[config.mk]
export PLATFORM = sky130hd
export DESIGN_NAME = core_seq_ctrl
export DESIGN_NICKNAME = d
export VERILOG_FILES = /design/src/rtl/core_seq_ctrl.sv
export SDC_FILE = /design/constraint.sdc
export NUM_CORES = 1
export LEC_CHECK = 0
export CELL_PAD_IN_SITES_DETAIL_PLACEMENT = 0
export CELL_PAD_IN_SITES_GLOBAL_PLACEMENT = 2
export CORE_ASPECT_RATIO = 1.4
export CORE_UTILIZATION = 29
export DETAILED_ROUTE_END_ITERATION = 16
export PLACE_DENSITY = 0.88
export SKIP_CTS_REPAIR_TIMING = 1
export SYNTH_ARGS = -nofsm -noshare
export SYNTH_HDL_FRONTEND = slang
export SYNTH_SLANG_ARGS = --single-unit
[constraint.sdc]
create_clock -name clk -period 2.5 [get_ports clk]
set_input_delay 0.625 -clock clk [delete_from_list [all_inputs] [get_ports clk]]
set_output_delay 0.625 -clock clk [all_outputs]
set_load 0.02 [all_outputs]
[src/rtl/core_seq_ctrl.sv]
// Multi-cycle RV32I sequencer: steps each instruction through fetch, decode,
// execute, memory and writeback, and drives the memory handshakes and write strobes.
module core_seq_ctrl #(
  parameter int unsigned MEM_TIMEOUT  = 255,
  parameter logic [1:0]  RESET_PC_SEL = 2'd0
) (
  input  logic        clk,
  input  logic        rst_n,
  input  logic [9:0]  alu_op,
  input  logic [4:0]  ls_op,
  input  logic [4:0]  j_op,
  input  logic [4:0]  b_op,
  input  logic        br_taken,
  output logic        imem_req,
  input  logic        imem_ack,
  output logic        dmem_req,
  output logic        dmem_we,
  input  logic        dmem_ack,
  output logic        ir_we,
  output logic        pc_we,
  output logic [1:0]  pc_sel,
  output logic        rf_we,
  output logic [1:0]  wb_sel,
  output logic        trap,
  output logic [1:0]  trap_cause,
  output logic [31:0] instret,
  output logic [2:0]  state
);

  typedef enum logic [2:0] {
    ST_FETCH  = 3'd0,
    ST_FWAIT  = 3'd1,
    ST_DECODE = 3'd2,
    ST_EXEC   = 3'd3,
    ST_MEM    = 3'd4,
    ST_MWAIT  = 3'd5,
    ST_WB     = 3'd6,
    ST_TRAP   = 3'd7
  } state_t;

  localparam logic [15:0] TIMEOUT = 16'(MEM_TIMEOUT);

  state_t      cur_st, nxt_st;
  logic [15:0] cnt_q, cnt_d, cnt_inc;
  logic        trap_q, trap_d;
  logic [1:0]  cause_q, cause_d;
  logic        store_q, store_d;
  logic [31:0] instret_q;
  logic        is_jmp, is_br, is_mem, is_store, is_upper, illegal;

  assign is_jmp   = (j_op != 5'h1F);
  assign is_br    = (b_op != 5'h1F);
  assign is_store = (ls_op >= 5'd6) && (ls_op <= 5'd8);
  assign is_mem   = ((ls_op >= 5'd1) && (ls_op <= 5'd3)) || is_store;
  assign is_upper = (ls_op == 5'd4) || (ls_op == 5'd5);
  assign illegal  = (alu_op == 10'h3FF) && (ls_op == 5'h1F) && !is_jmp && !is_br;
  assign cnt_inc  = cnt_q + 16'd1;

  always_ff @(posedge clk or negedge rst_n) begin
    if (!rst_n) begin
      cur_st    <= ST_FETCH;
      cnt_q     <= '0;
      trap_q    <= 1'b0;
      cause_q   <= '0;
      store_q   <= 1'b0;
      instret_q <= '0;
    end else begin
      cur_st  <= nxt_st;
      cnt_q   <= cnt_d;
      trap_q  <= trap_d;
      cause_q <= cause_d;
      store_q <= store_d;
      if (cur_st == ST_WB) instret_q <= instret_q + 32'd1;
    end
  end

  always_comb begin
    nxt_st   = cur_st;
    cnt_d    = cnt_q;
    trap_d   = trap_q;
    cause_d  = cause_q;
    store_d  = store_q;
    imem_req = 1'b0;
    dmem_req = 1'b0;
    dmem_we  = 1'b0;
    ir_we    = 1'b0;
    pc_we    = 1'b0;
    pc_sel   = 2'd0;
    rf_we    = 1'b0;
    wb_sel   = 2'd0;
    case (cur_st)
      ST_FETCH: begin
        imem_req = 1'b1;
        cnt_d    = '0;
        nxt_st   = ST_FWAIT;
      end
      ST_FWAIT: begin
        imem_req = 1'b1;
        if (imem_ack) begin
          ir_we  = 1'b1;
          nxt_st = ST_DECODE;
        end else begin
          cnt_d = cnt_inc;
          if (cnt_inc == TIMEOUT) begin
            nxt_st  = ST_TRAP;
            trap_d  = 1'b1;
            cause_d = 2'd2;
          end
        end
      end
      ST_DECODE: begin
        if (illegal) begin
          nxt_st  = ST_TRAP;
          trap_d  = 1'b1;
          cause_d = 2'd1;
        end else begin
          nxt_st = ST_EXEC;
        end
      end
      ST_EXEC: begin
        nxt_st = ST_WB;
        if (is_jmp) begin
          pc_we  = 1'b1;
          pc_sel = (j_op == 5'd1) ? 2'd2 : 2'd1;
          rf_we  = 1'b1;
          wb_sel = 2'd2;
        end else if (is_br) begin
          pc_we  = 1'b1;
          pc_sel = br_taken ? 2'd1 : 2'd0;
        end else if (is_mem) begin
          // Store/load kind is captured so MEM/MWAIT do not depend on the decoder later.
          store_d = is_store;
          nxt_st  = ST_MEM;
        end else begin
          pc_we  = 1'b1;
          rf_we  = 1'b1;
          wb_sel = is_upper ? 2'd3 : 2'd0;
        end
      end
      ST_MEM: begin
        dmem_req = 1'b1;
        dmem_we  = store_q;
        cnt_d    = '0;
        nxt_st   = ST_MWAIT;
      end
      ST_MWAIT: begin
        dmem_req = 1'b1;
        dmem_we  = store_q;
        if (dmem_ack) begin
          pc_we  = 1'b1;
          rf_we  = !store_q;
          wb_sel = store_q ? 2'd0 : 2'd1;
          nxt_st = ST_WB;
        end else begin
          cnt_d = cnt_inc;
          if (cnt_inc == TIMEOUT) begin
            nxt_st  = ST_TRAP;
            trap_d  = 1'b1;
            cause_d = 2'd3;
          end
        end
      end
      ST_WB:   nxt_st = ST_FETCH;
      ST_TRAP: pc_sel = RESET_PC_SEL;
      default: nxt_st = ST_FETCH;
    endcase
    // Reset parks the FSM in FETCH; the fetch request must stay low until release.
    if (!rst_n) begin
      imem_req = 1'b0;
      pc_sel   = RESET_PC_SEL;
    end
  end

  assign trap       = trap_q;
  assign trap_cause = cause_q;
  assign instret    = instret_q;
  assign state      = cur_st;

endmodule

======== After elaboration in Yosys (flattened, before gate mapping) ========
Index checks and enable logic that the tools add are counted.
word-level totals
  flip-flop bits (word level) ............. 55
  output and inout bits ................... 48
  input port bits ......................... 30
operators by class
  add/sub/neg operators ................... 2
  eq/ne operators ......................... 19
  muxes and demuxes ....................... 50
  bitwise logic cells ..................... 2
  reduce and logical (&&, ||, !) cells .... 21
  order comparisons ....................... 4
operator list
  cell                                                                     count
  16-bit one-hot mux with 3 select lines                                   1
  32-bit by 1-bit adder with 32-bit output (second input constant)         1
  16-bit two-way mux                                                       2
  2-bit two-way mux                                                        16
  1-bit two-way mux                                                        21
  3-bit one-hot mux with 7 select lines                                    1
  16-bit by 1-bit adder with 16-bit output (second input constant)         1
  16-bit by 8-bit equality test with 1-bit output (second input constant)  1
  3-bit two-way mux                                                        4
  10-bit equality test (second input constant)                             1
  5-bit by 3-bit equality test with 1-bit output (second input constant)   2
  2-bit != test (second input constant)                                    5
  5-bit != test (second input constant)                                    2
  3-bit equality test (second input constant)                              3
  4-bit AND reduction                                                      2
  7-bit nonzero test                                                       1
  3-bit by 2-bit equality test with 1-bit output (second input constant)   2
  2-bit one-hot mux with 3 select lines                                    1
  6-bit AND reduction                                                      1
  3-bit nonzero test                                                       2
  2-bit OR reduction                                                       3
  5-bit by 1-bit equality test with 1-bit output (second input constant)   1
  5-bit equality test (second input constant)                              1
  5-bit by 1-bit >= comparator with 1-bit output (second input constant)   1
  13 further kinds                                                         22

======== Longest topological paths before layout ========
Gate-level depths: netlist (run 1).
  depth in word-level cells ............... 7
  depth in mapped cells ................... 9
  depth with buffers taken out ............ 8

======== Worst setup path before layout (run 1) ========
No wires, ideal clock.
  path type ............................... flip-flop to output port
  start ................................... reg cur_st[1] (netlist: state[1])
  end ..................................... out pc_sel[0]
  path buffers ............................ 1
  cell stages (with the launch flop) ...... 5
  path slack .............................. 0.114 ns
  arrival ................................. 1.761 ns
  cell sequence ........................... dfrtp_1 -> clkbuf_1 -> nor2b_1 -> nand2_1 -> nor4_1
on the way
  longest elaborated chain between the ends .. 3
RTL lines
  what                                            RTL line  source
  start: declaration                              43        state_t cur_st, nxt_st;
  start signal: assignment                        68        cur_st <= nxt_st;
  3-bit by 2-bit equality test with 1-bit output  91        case (cur_st)
  2-bit two-way mux                               91
  2-bit two-way mux                               168       if (!rst_n) begin
  end: declaration                                21        output logic [1:0] pc_sel,
Every way passes these cells.

======== Final worst setup path (run 1) ========
  start ................................... in b_op[4]
  end ..................................... out wb_sel[0]
on the way
  longest elaborated chain between the ends .. 4
RTL lines
  what                                   RTL line  source
  start: declaration                     12        input logic [4:0] b_op,
  5-bit != test                          52        assign is_br = (b_op != 5'h1F);
  2-bit two-way mux                      127       end else if (is_br) begin
  2-bit two-way mux                      122       if (is_jmp) begin
  2-bit one-hot mux with 2 select lines  91
  end: declaration                       23        output logic [1:0] wb_sel,
Every way passes these cells.

==> results of run 1 <==
cell usage in the layout (no fill, tap or decap), drive strengths merged, types with 2 or more instances in the layout:
master	instances
o2bb2ai	2
and4	3
a21oi	8
a211o	2
xnor2	28
and3	10
o22ai	2
o21ai	21
nor2	24
clkbuf	7
nor3	10
or2	2
nor2b	6
nand4	12
dlymetal6s2s	15
nand2b	4
o41ai	2
o31ai	5
mux2	2
xor2	11
inv	10
nand3b	2
o211ai	2
clkdlybuf4s50	55
buf	40
ha	3
nand2	36
dfrtp	55
nand3	21
nor4	4
power groups by stage:
stage	combinational [uW]	clock [uW]	sequential, uW
after floorplan	470	0	1200
after global placement	1130	0	1110
after detailed placement	1130	0	1120
after CTS	1140	828	1100
after global routing	1230	853	1110
final	1130	797	1100
sequential cells by signal, indices dropped and copies added, names as in the netlist:
| name | flops |
|---|---|
| store_q | 1 |
| cnt_q | 16 |
| trap_cause | 2 |
| instret | 32 |
| state | 3 |
| trap | 1 |
final cells by class:
class	instances	area share (%)
Tap cell	135	3.84
Multi-Input combinational cell	236	36.0
Inverter	9	0.768
Clock buffer	5	2.84
Timing Repair Buffer	112	24.2
Sequential cell	55	31.3
Clock inverter	3	1.05
critical path, stage by stage:
cell and delay (ps):
sky130_fd_sc_hd__clkdlybuf4s50_1 510, sky130_fd_sc_hd__nand3_4 80, sky130_fd_sc_hd__inv_2 70, sky130_fd_sc_hd__nand2_2 60
sky130_fd_sc_hd__o32ai_2 250, sky130_fd_sc_hd__buf_4 180
final timing paths:
path | end | startpoint | depth (start not counted) | slack [ps]
min reg2reg | instret[31]$_DFFE_PN0P_ | instret[31]$_DFFE_PN0P_ | 1 | 470
min | instret[0]$_DFFE_PN0P_ | rst_n | 2 | 470
max | wb_sel[0] | b_op[4] | 6 | 100
max reg2reg | trap_cause[0]$_DFFE_PN0P_ | cnt_q[0]$_DFFE_PN0P_ | 7 | 130
min in group clk | instret[31]$_DFFE_PN0P_ | instret[31]$_DFFE_PN0P_ | 1 | 470
max in group asynchronous | instret[5]$_DFFE_PN0P_ | rst_n | 2 | 1560
cell families after synthesis:
kind of cell	Yosys count	share of synthesized area, %
AOI/OAI and AO/OA	51	11.8
xor gates and xnor gates	39	11.7
adders and majority gates	3	1.28
buffers and inverters	18	2.35
DFF	55	47.0
muxes	2	0.769
and+or+nand+nor	141	25.2
synthesized netlist by cell type, types with 2 or more instances:
cell type | number | area (um^2)
sky130_fd_sc_hd__xnor2_1 | 28 | 245
sky130_fd_sc_hd__ha_1 | 3 | 37.5
sky130_fd_sc_hd__nor4_1 | 4 | 25.0
sky130_fd_sc_hd__nor2_1 | 24 | 90.1
sky130_fd_sc_hd__o211ai_1 | 2 | 15.0
sky130_fd_sc_hd__dfrtp_1 | 55 | 1380
sky130_fd_sc_hd__xor2_1 | 11 | 96.3
sky130_fd_sc_hd__nand3b_1 | 2 | 15.0
sky130_fd_sc_hd__a21oi_1 | 8 | 40.0
sky130_fd_sc_hd__nor3_1 | 9 | 45.0
sky130_fd_sc_hd__inv_1 | 9 | 33.8
sky130_fd_sc_hd__mux2_2 | 2 | 22.5
sky130_fd_sc_hd__clkbuf_1 | 7 | 26.3
sky130_fd_sc_hd__nor2b_1 | 6 | 37.5
sky130_fd_sc_hd__o41ai_1 | 2 | 17.5
sky130_fd_sc_hd__nand2b_1 | 4 | 25.0
sky130_fd_sc_hd__and4_1 | 3 | 26.3
sky130_fd_sc_hd__o22ai_1 | 2 | 12.5
sky130_fd_sc_hd__nand4_1 | 11 | 68.8
sky130_fd_sc_hd__a211o_1 | 2 | 17.5
sky130_fd_sc_hd__or2_2 | 2 | 12.5
sky130_fd_sc_hd__o21ai_0 | 21 | 105
sky130_fd_sc_hd__nand3_1 | 20 | 100
sky130_fd_sc_hd__nand2_1 | 36 | 135
sky130_fd_sc_hd__and3_1 | 10 | 62.6
sky130_fd_sc_hd__o31ai_1 | 5 | 37.5
stage by stage:
step / instance area [um^2] / cells / setup WS, ps
global placement: 4080 / 544 / -603
floorplan: 2930 / 309 / 114
finish: 4400 / 555 / 100
CTS: 4250 / 552 / -592
global route: 4400 / 555 / 1.91
detailed placement: 4080 / 544 / -581
routing by layer:
layer	track usage, %	up-vias
met1	17.8	1274
met3	2.38	13
met4	4.69	0
met5	0	-
met2	26.4	50
li1	-	1314
==> report_table.html, run 1 <==
<table>
<tr><th>Metric</th><th>Value</th></tr>
<tr><th colspan="2">Setup path</th></tr>
<tr><td>Arrival time worst endpoint</td><td>1770 ps</td></tr>
<tr><td>Crit start category</td><td>input port</td></tr>
<tr><td>Required time of the critical path</td><td>1880 ps</td></tr>
<tr><td>Largest fanout on the critical path</td><td>2</td></tr>
<tr><td>CP endpoint kind</td><td>primary output</td></tr>
<tr><td>Start-to-end type of the worst setup path</td><td>in -&gt; out</td></tr>
<tr><th colspan="2">Timing</th></tr>
<tr><td>Fin crit share</td><td>96.0%</td></tr>
<tr><td>Hold Fails Final Rpt</td><td>0</td></tr>
<tr><td>Measured slew at the worst slew-check pin</td><td>692 ps</td></tr>
<tr><td>Maximum clock rate</td><td>417 MHz</td></tr>
<tr><td>Headroom to the max-slew limit</td><td>53.9%</td></tr>
<tr><td>RSZ-0062 raised after global routing</td><td>no</td></tr>
<tr><td>Count of final setup violators</td><td>0</td></tr>
<tr><td>Setup TNS after final layout</td><td>0 ps</td></tr>
<tr><td>Final worst hold slack</td><td>470 ps</td></tr>
<tr><td>Minimum period implied by the final worst setup slack</td><td>2400 ps</td></tr>
<tr><td>Clock tree skew after final layout</td><td>7.20 ps</td></tr>
<tr><td>Final Slew Violations</td><td>0</td></tr>
<tr><th colspan="2">Clocking</th></tr>
<tr><td>Clock latency at the later pin of the worst-skew pair</td><td>290 ps</td></tr>
<tr><td>Cell at the root of the clock tree</td><td>sky130_fd_sc_hd__clkbuf_16</td></tr>
<tr><td>Num CTS Buffers</td><td>5</td></tr>
<tr><td>Clock sink total</td><td>55</td></tr>
<tr><td>TritonCTS clock tree</td><td>yes</td></tr>
<tr><td>Clock H-tree levels</td><td>2</td></tr>
<tr><td>Clk buf depth</td><td>2</td></tr>
<tr><td>Clk slew on worst S/H paths</td><td>70 ps</td></tr>
<tr><th colspan="2">Routing</th></tr>
<tr><td>DRT Wirelength</td><td>7580 um</td></tr>
<tr><td>Number of nets still failing antenna checks after routing</td><td>0</td></tr>
<tr><td>Highest metal layer with signal wires</td><td>met4</td></tr>
<tr><td>Iteration-0 DRC Markers</td><td>106</td></tr>
<tr><td>Via-to-Cell Ratio</td><td>4.78</td></tr>
<tr><td>Amount of wire on met3 after detailed routing</td><td>209 um</td></tr>
<tr><td>Avg WL per Cell</td><td>13.7 um</td></tr>
<tr><td>Count of unresolved DRC violations after routing</td><td>0</td></tr>
<tr><td>DR WL met2</td><td>4030 um</td></tr>
<tr><td>Vias</td><td>2651</td></tr>
<tr><td>Total iterations of the first detailed-routing run</td><td>6</td></tr>
<tr><td>DRT met1 WL</td><td>3180 um</td></tr>
<tr><th colspan="2">Floorplan</th></tr>
<tr><td>Cell Rows</td><td>43</td></tr>
<tr><td>I/O pin total</td><td>78</td></tr>
<tr><td>Die extent in x</td><td>86.9 um</td></tr>
<tr><td>Floorplan die area</td><td>10500 um^2</td></tr>
<tr><td>Placeable core region</td><td>9850 um^2</td></tr>
<tr><td>Initial Util</td><td>29.7%</td></tr>
<tr><td>Height of the die</td><td>121 um</td></tr>
<tr><th colspan="2">Power</th></tr>
<tr><td>Fraction of power consumed by combinational cells</td><td>37.4%</td></tr>
<tr><td>Clock network fraction of total power</td><td>26.4%</td></tr>
<tr><td>Power after layout</td><td>3020 uW</td></tr>
<tr><td>Cell leakage power</td><td>0.00198 uW</td></tr>
<tr><td>Switching power as a share of total power</td><td>34.3%</td></tr>
<tr><td>Design internal power</td><td>1990 uW</td></tr>
<tr><td>Peak supply drop</td><td>0.468 mV</td></tr>
<tr><td>Sequential fraction of design power</td><td>36.2%</td></tr>
<tr><td>PD cells</td><td>687 nW/um^2</td></tr>
<tr><td>Switching Power</td><td>1040 uW</td></tr>
<tr><th colspan="2">Min path</th></tr>
<tr><td>Worst hold-check path type</td><td>in -&gt; async</td></tr>
<tr><th colspan="2">Synthesis</th></tr>
<tr><td>Cell variety after synth</td><td>47</td></tr>
<tr><td>Primary flip-flop cell chosen by synthesis mapping</td><td>sky130_fd_sc_hd__dfrtp_1</td></tr>
<tr><td>Synthesized instance count</td><td>309</td></tr>
<tr><td>Flop and latch count out of synthesis</td><td>55</td></tr>
<tr><td>Avg Cell Area, Syn</td><td>9.48 um^2</td></tr>
<tr><td>Post-Syn Nets</td><td>342</td></tr>
<tr><td>Count of flip-flops with a built-in enable after synthesis</td><td>0</td></tr>
<tr><td>Proportion of synthesized chip area in sequential cells</td><td>47.0%</td></tr>
<tr><td>Number of synthesis warnings</td><td>0</td></tr>
<tr><td>Total standard cell area after synthesis</td><td>2930 um^2</td></tr>
<tr><td>Share of synthesized registers carrying an async set or reset</td><td>100%</td></tr>
<tr><th colspan="2">Layout</th></tr>
<tr><td>Layout Area Growth over Synthesis</td><td>50.1%</td></tr>
<tr><td>Multi-input combinational cell area</td><td>1590 um^2</td></tr>
<tr><td>Storage element area</td><td>1380 um^2</td></tr>
<tr><td>Post-layout utilization of the core</td><td>44.7%</td></tr>
<tr><td>ANT cells</td><td>0</td></tr>
<tr><td>Layout Nets</td><td>452</td></tr>
<tr><td>Number of fill cells</td><td>974</td></tr>
<tr><td>Layout cell share with drive strength beyond 1</td><td>17.4%</td></tr>
<tr><th colspan="2">Run status</th></tr>
<tr><td>Status</td><td>complete, no violations</td></tr>
<tr><th colspan="2">Job</th></tr>
<tr><td>Max-cap violations</td><td>0</td></tr>
<tr><th colspan="2">GRT</th></tr>
<tr><td>Vias in the first global route</td><td>2596</td></tr>
<tr><td>GRT Resource Usage Total</td><td>14.8%</td></tr>
<tr><td>Antenna violations before repair</td><td>0</td></tr>
<tr><td>Global-route wire length before repair</td><td>12300 um</td></tr>
<tr><td>Pin count of the biggest net entering global routing</td><td>56</td></tr>
<tr><td>Total overflow reported by the global router</td><td>0</td></tr>
<tr><th colspan="2">Place</th></tr>
<tr><td>Routability cong.</td><td>0.780</td></tr>
<tr><td>Total half-perimeter wirelength after legalization and detailed placement</td><td>5790 um</td></tr>
<tr><td>I/O Buffers</td><td>77</td></tr>
</table>
No activity file was read; power rests on OpenSTA's default activity.
==> run 2: changes to the inputs <==
- CTS_CLUSTER_DIAMETER: unset -> 200
==> results of run 2 <==
The final DEF is identical to that of run 1; final timing and power are the same.
==> run 3: changes to the inputs <==
- CORE_UTILIZATION: 29 -> 38
- DONT_BUFFER_PORTS: unset -> 1
==> report_table.html, run 3 (synthesis gave the netlist of run 1 again) <==
<table>
<tr><th>Metric</th><th>Value</th></tr>
<tr><th colspan="2">Routing</th></tr>
<tr><td>Total iterations of the first detailed-routing run</td><td>4 (-2)</td></tr>
<tr><td>Avg WL per Cell</td><td>14.8 um (+8.7%)</td></tr>
<tr><td>Via-to-Cell Ratio</td><td>5.42 (+14%)</td></tr>
<tr><td>Count of unresolved DRC violations after routing</td><td>0 (unchanged)</td></tr>
<tr><td>Number of nets still failing antenna checks after routing</td><td>0 (unchanged)</td></tr>
<tr><td>Vias</td><td>2294 (-13%)</td></tr>
<tr><td>Iteration-0 DRC Markers</td><td>111 (+4.7%)</td></tr>
<tr><td>DRT Wirelength</td><td>6280 um (-17%)</td></tr>
<tr><th colspan="2">Setup path</th></tr>
<tr><td>Path depth of the worst reg2reg path</td><td>7 (unchanged)</td></tr>
<tr><td>CP endpoint kind</td><td>flop</td></tr>
<tr><td>Largest fanout on the critical path</td><td>6 (+4)</td></tr>
<tr><td>Cells along the critical path</td><td>ha_2 -&gt; xnor2_1 -&gt; or4b_1 -&gt; a2111oi_4 -&gt; o2bb2ai_2 -&gt; or4_1 -&gt; o211ai_1</td></tr>
<tr><td>Cell with the largest stage delay on the worst path</td><td>sky130_fd_sc_hd__or4b_1</td></tr>
<tr><td>Crit start category</td><td>flop</td></tr>
<tr><td>Worst setup path endpoint</td><td>trap_cause[0]$_DFFE_PN0P_</td></tr>
<tr><td>Highest cell delay on the worst timing path</td><td>510 ps (about the same)</td></tr>
<tr><td>CP Launch Point</td><td>cnt_q[1]$_DFFE_PN0P_</td></tr>
<tr><td>Start-to-end type of the worst setup path</td><td>reg -&gt; reg</td></tr>
<tr><td>Arrival time worst endpoint</td><td>2570 ps (+800 ps)</td></tr>
<tr><td>Reg2Reg Launch Point</td><td>cnt_q[1]$_DFFE_PN0P_</td></tr>
<tr><td>Critical register-to-register path endpoint</td><td>trap_cause[0]$_DFFE_PN0P_</td></tr>
<tr><td>Worst-case register-to-register setup slack</td><td>150 ps (+20 ps)</td></tr>
<tr><td>Required time of the critical path</td><td>2720 ps (+840 ps)</td></tr>
<tr><th colspan="2">Timing</th></tr>
<tr><td>RSZ-0062 raised after global routing</td><td>no</td></tr>
<tr><td>Minimum period implied by the final worst setup slack</td><td>2350 ps (-50.6 ps)</td></tr>
<tr><td>Final worst hold slack</td><td>176 ps (-294 ps)</td></tr>
<tr><td>Worst path setup slack after routing</td><td>151 ps (+50.6 ps)</td></tr>
<tr><td>Clock tree skew after final layout</td><td>12.5 ps (+5.27 ps)</td></tr>
<tr><td>Setup TNS after final layout</td><td>0 ps (unchanged)</td></tr>
<tr><td>Final Slew Violations</td><td>0 (unchanged)</td></tr>
<tr><td>Headroom to the max-slew limit</td><td>57.6% (+3.7 points)</td></tr>
<tr><td>Fin crit share</td><td>94.0% (-2.0 points)</td></tr>
<tr><td>Maximum clock rate</td><td>426 MHz (+2.2%)</td></tr>
<tr><td>Count of final setup violators</td><td>0 (unchanged)</td></tr>
<tr><td>Hold Fails Final Rpt</td><td>0 (unchanged)</td></tr>
<tr><td>Measured slew at the worst slew-check pin</td><td>636 ps (-55.9 ps)</td></tr>
<tr><th colspan="2">GRT</th></tr>
<tr><td>GRT Resource Usage Total</td><td>16.3% (+1.5 points)</td></tr>
<tr><td>Total overflow reported by the global router</td><td>0 (unchanged)</td></tr>
<tr><td>Pin count of the biggest net entering global routing</td><td>57 (+1.8%)</td></tr>
<tr><td>Antenna violations before repair</td><td>0 (unchanged)</td></tr>
<tr><td>Vias in the first global route</td><td>2270 (-13%)</td></tr>
<tr><td>Global-route wire length before repair</td><td>10800 um (-13%)</td></tr>
<tr><th colspan="2">Floorplan</th></tr>
<tr><td>Floorplan die area</td><td>8070 um^2 (-23%)</td></tr>
<tr><td>Placeable core region</td><td>7410 um^2 (-25%)</td></tr>
<tr><td>Height of the die</td><td>106 um (-12%)</td></tr>
<tr><td>Cell Rows</td><td>37 (-14%)</td></tr>
<tr><td>Initial Util</td><td>39.5% (+9.8 points)</td></tr>
<tr><td>I/O pin total</td><td>78 (unchanged)</td></tr>
<tr><td>Die extent in x</td><td>76.2 um (-12%)</td></tr>
<tr><th colspan="2">Layout</th></tr>
<tr><td>Layout cell share with drive strength beyond 1</td><td>12.0% (-5.4 points)</td></tr>
<tr><td>Flip-flop count of the largest register after layout</td><td>32 (unchanged)</td></tr>
<tr><td>Layout Area Growth over Synthesis</td><td>12.4%</td></tr>
<tr><td>Most frequent cells in the layout</td><td>sky130_fd_sc_hd__dfrtp_1, sky130_fd_sc_hd__nand2_1, sky130_fd_sc_hd__xnor2_1, sky130_fd_sc_hd__nor2_1, sky130_fd_sc_hd__o21ai_0</td></tr>
<tr><td>Post-layout instance area</td><td>3290 um^2 (-25%)</td></tr>
<tr><td>Number of fill cells</td><td>746 (-23%)</td></tr>
<tr><td>ANT cells</td><td>0 (unchanged)</td></tr>
<tr><td>Most common cell after layout, fill and taps aside</td><td>sky130_fd_sc_hd__dfrtp_1</td></tr>
<tr><td>Layout Nets</td><td>359 (-21%)</td></tr>
<tr><th colspan="2">Place</th></tr>
<tr><td>I/O Buffers</td><td>0 (-100%)</td></tr>
<tr><td>Setup Slack @ Placement</td><td>103 ps (+684 ps)</td></tr>
<tr><td>Routability cong.</td><td>0.758 (-2.8%)</td></tr>
<tr><td>Total half-perimeter wirelength after legalization and detailed placement</td><td>4580 um (-21%)</td></tr>
<tr><td>Cell Area, Placed</td><td>3150 um^2 (-23%)</td></tr>
<tr><th colspan="2">Clocking</th></tr>
<tr><td>Clock H-tree levels</td><td>2 (unchanged)</td></tr>
<tr><td>Num CTS Buffers</td><td>5 (unchanged)</td></tr>
<tr><td>Clock latency at the later pin of the worst-skew pair</td><td>310 ps (+20 ps)</td></tr>
<tr><td>Clk slew on worst S/H paths</td><td>100 ps (+30 ps)</td></tr>
<tr><td>Cell at the root of the clock tree</td><td>sky130_fd_sc_hd__clkbuf_8</td></tr>
<tr><td>Clock sink total</td><td>55 (unchanged)</td></tr>
<tr><td>Clk buf depth</td><td>2 (unchanged)</td></tr>
<tr><td>TritonCTS clock tree</td><td>yes</td></tr>
<tr><th colspan="2">Power</th></tr>
<tr><td>Cell leakage power</td><td>0.00141 uW (-29%)</td></tr>
<tr><td>PD cells</td><td>757 nW/um^2 (+10%)</td></tr>
<tr><td>Peak supply drop</td><td>0.387 mV (-17%)</td></tr>
<tr><th colspan="2">Run status</th></tr>
<tr><td>Status</td><td>complete, no violations</td></tr>
<tr><th colspan="2">Min path</th></tr>
<tr><td>Worst hold-check path type</td><td>in -&gt; async</td></tr>
<tr><th colspan="2">Job</th></tr>
<tr><td>Max-cap violations</td><td>0 (unchanged)</td></tr>
</table>
run 3: cell count changes in the layout (fill, tap and decap cells not counted), sizes merged:
cell	delta
buf	-21
clkbuf	-2
clkdlybuf4s50	-55
dlymetal6s2s	-15
inv	-1
run 3: how the worst min path moves through the flow:
stage,cells past startpoint,start,endpoint,slack [ps]
floorplan,0,rst_n,cnt_q[0]$_DFFE_PN0P_,330
global placement,0,rst_n,instret[24]$_DFFE_PN0P_,330
detailed placement,0,rst_n,instret[24]$_DFFE_PN0P_,330
CTS,0,rst_n,instret[24]$_DFFE_PN0P_,-10
global route,1,rst_n,cnt_q[6]$_DFFE_PN0P_,180
finish,1,rst_n,instret[29]$_DFFE_PN0P_,180
run 3: power breakdown:
part / internal, uW / total, uW / switching [uW]
Clock: 293 / 576 / 283
Combinational: 284 / 712 / 428
Sequential: 989 / 1210 / 217
run 3: worst max-delay path: cells and delay by family (launching register included):
| kind | cells | cell delay, ps |
|---|---|---|
| AO/OA/AOI/OAI | 3 | 480 |
| XOR/XNOR | 1 | 120 |
| adder cells (fa/ha/maj) | 1 | 210 |
| flip-flops | 1 | 460 |
| AND/OR/NAND/NOR | 2 | 980 |
run 3: routing by layer:
metal  vias up  track usage, %  part of all wire (%)
met5         -               0                     0
met4         0            4.12                   1.3
met3         8            4.16                   4.7
met2        38            29.9                    52
met1      1126            18.4                    42
li1       1122               -                     -
run 3: metrics by stage:
stage / util [%] / total power, uW / std cells
4_1_cts: 44.0 / 2510 / 422
3_3_place_gp: 42.5 / 1910 / 415
2_1_floorplan: - / 1670 / 309
3_5_place_dp: 42.5 / 1920 / 415
5_1_grt: 44.4 / 2650 / 423
6_report: 44.4 / 2490 / 423
run 3: cell type report:
class	instances	area, um^2	share of cell area [%]
Clock buffer	5	68.8	2.09
Timing Repair Buffer	19	163	4.94
Inverter	9	33.8	1.03
Tap cell	97	121	3.69
Clock inverter	2	37.5	1.14
Multi-Input combinational cell	236	1490	45.2
Sequential cell	55	1380	41.9
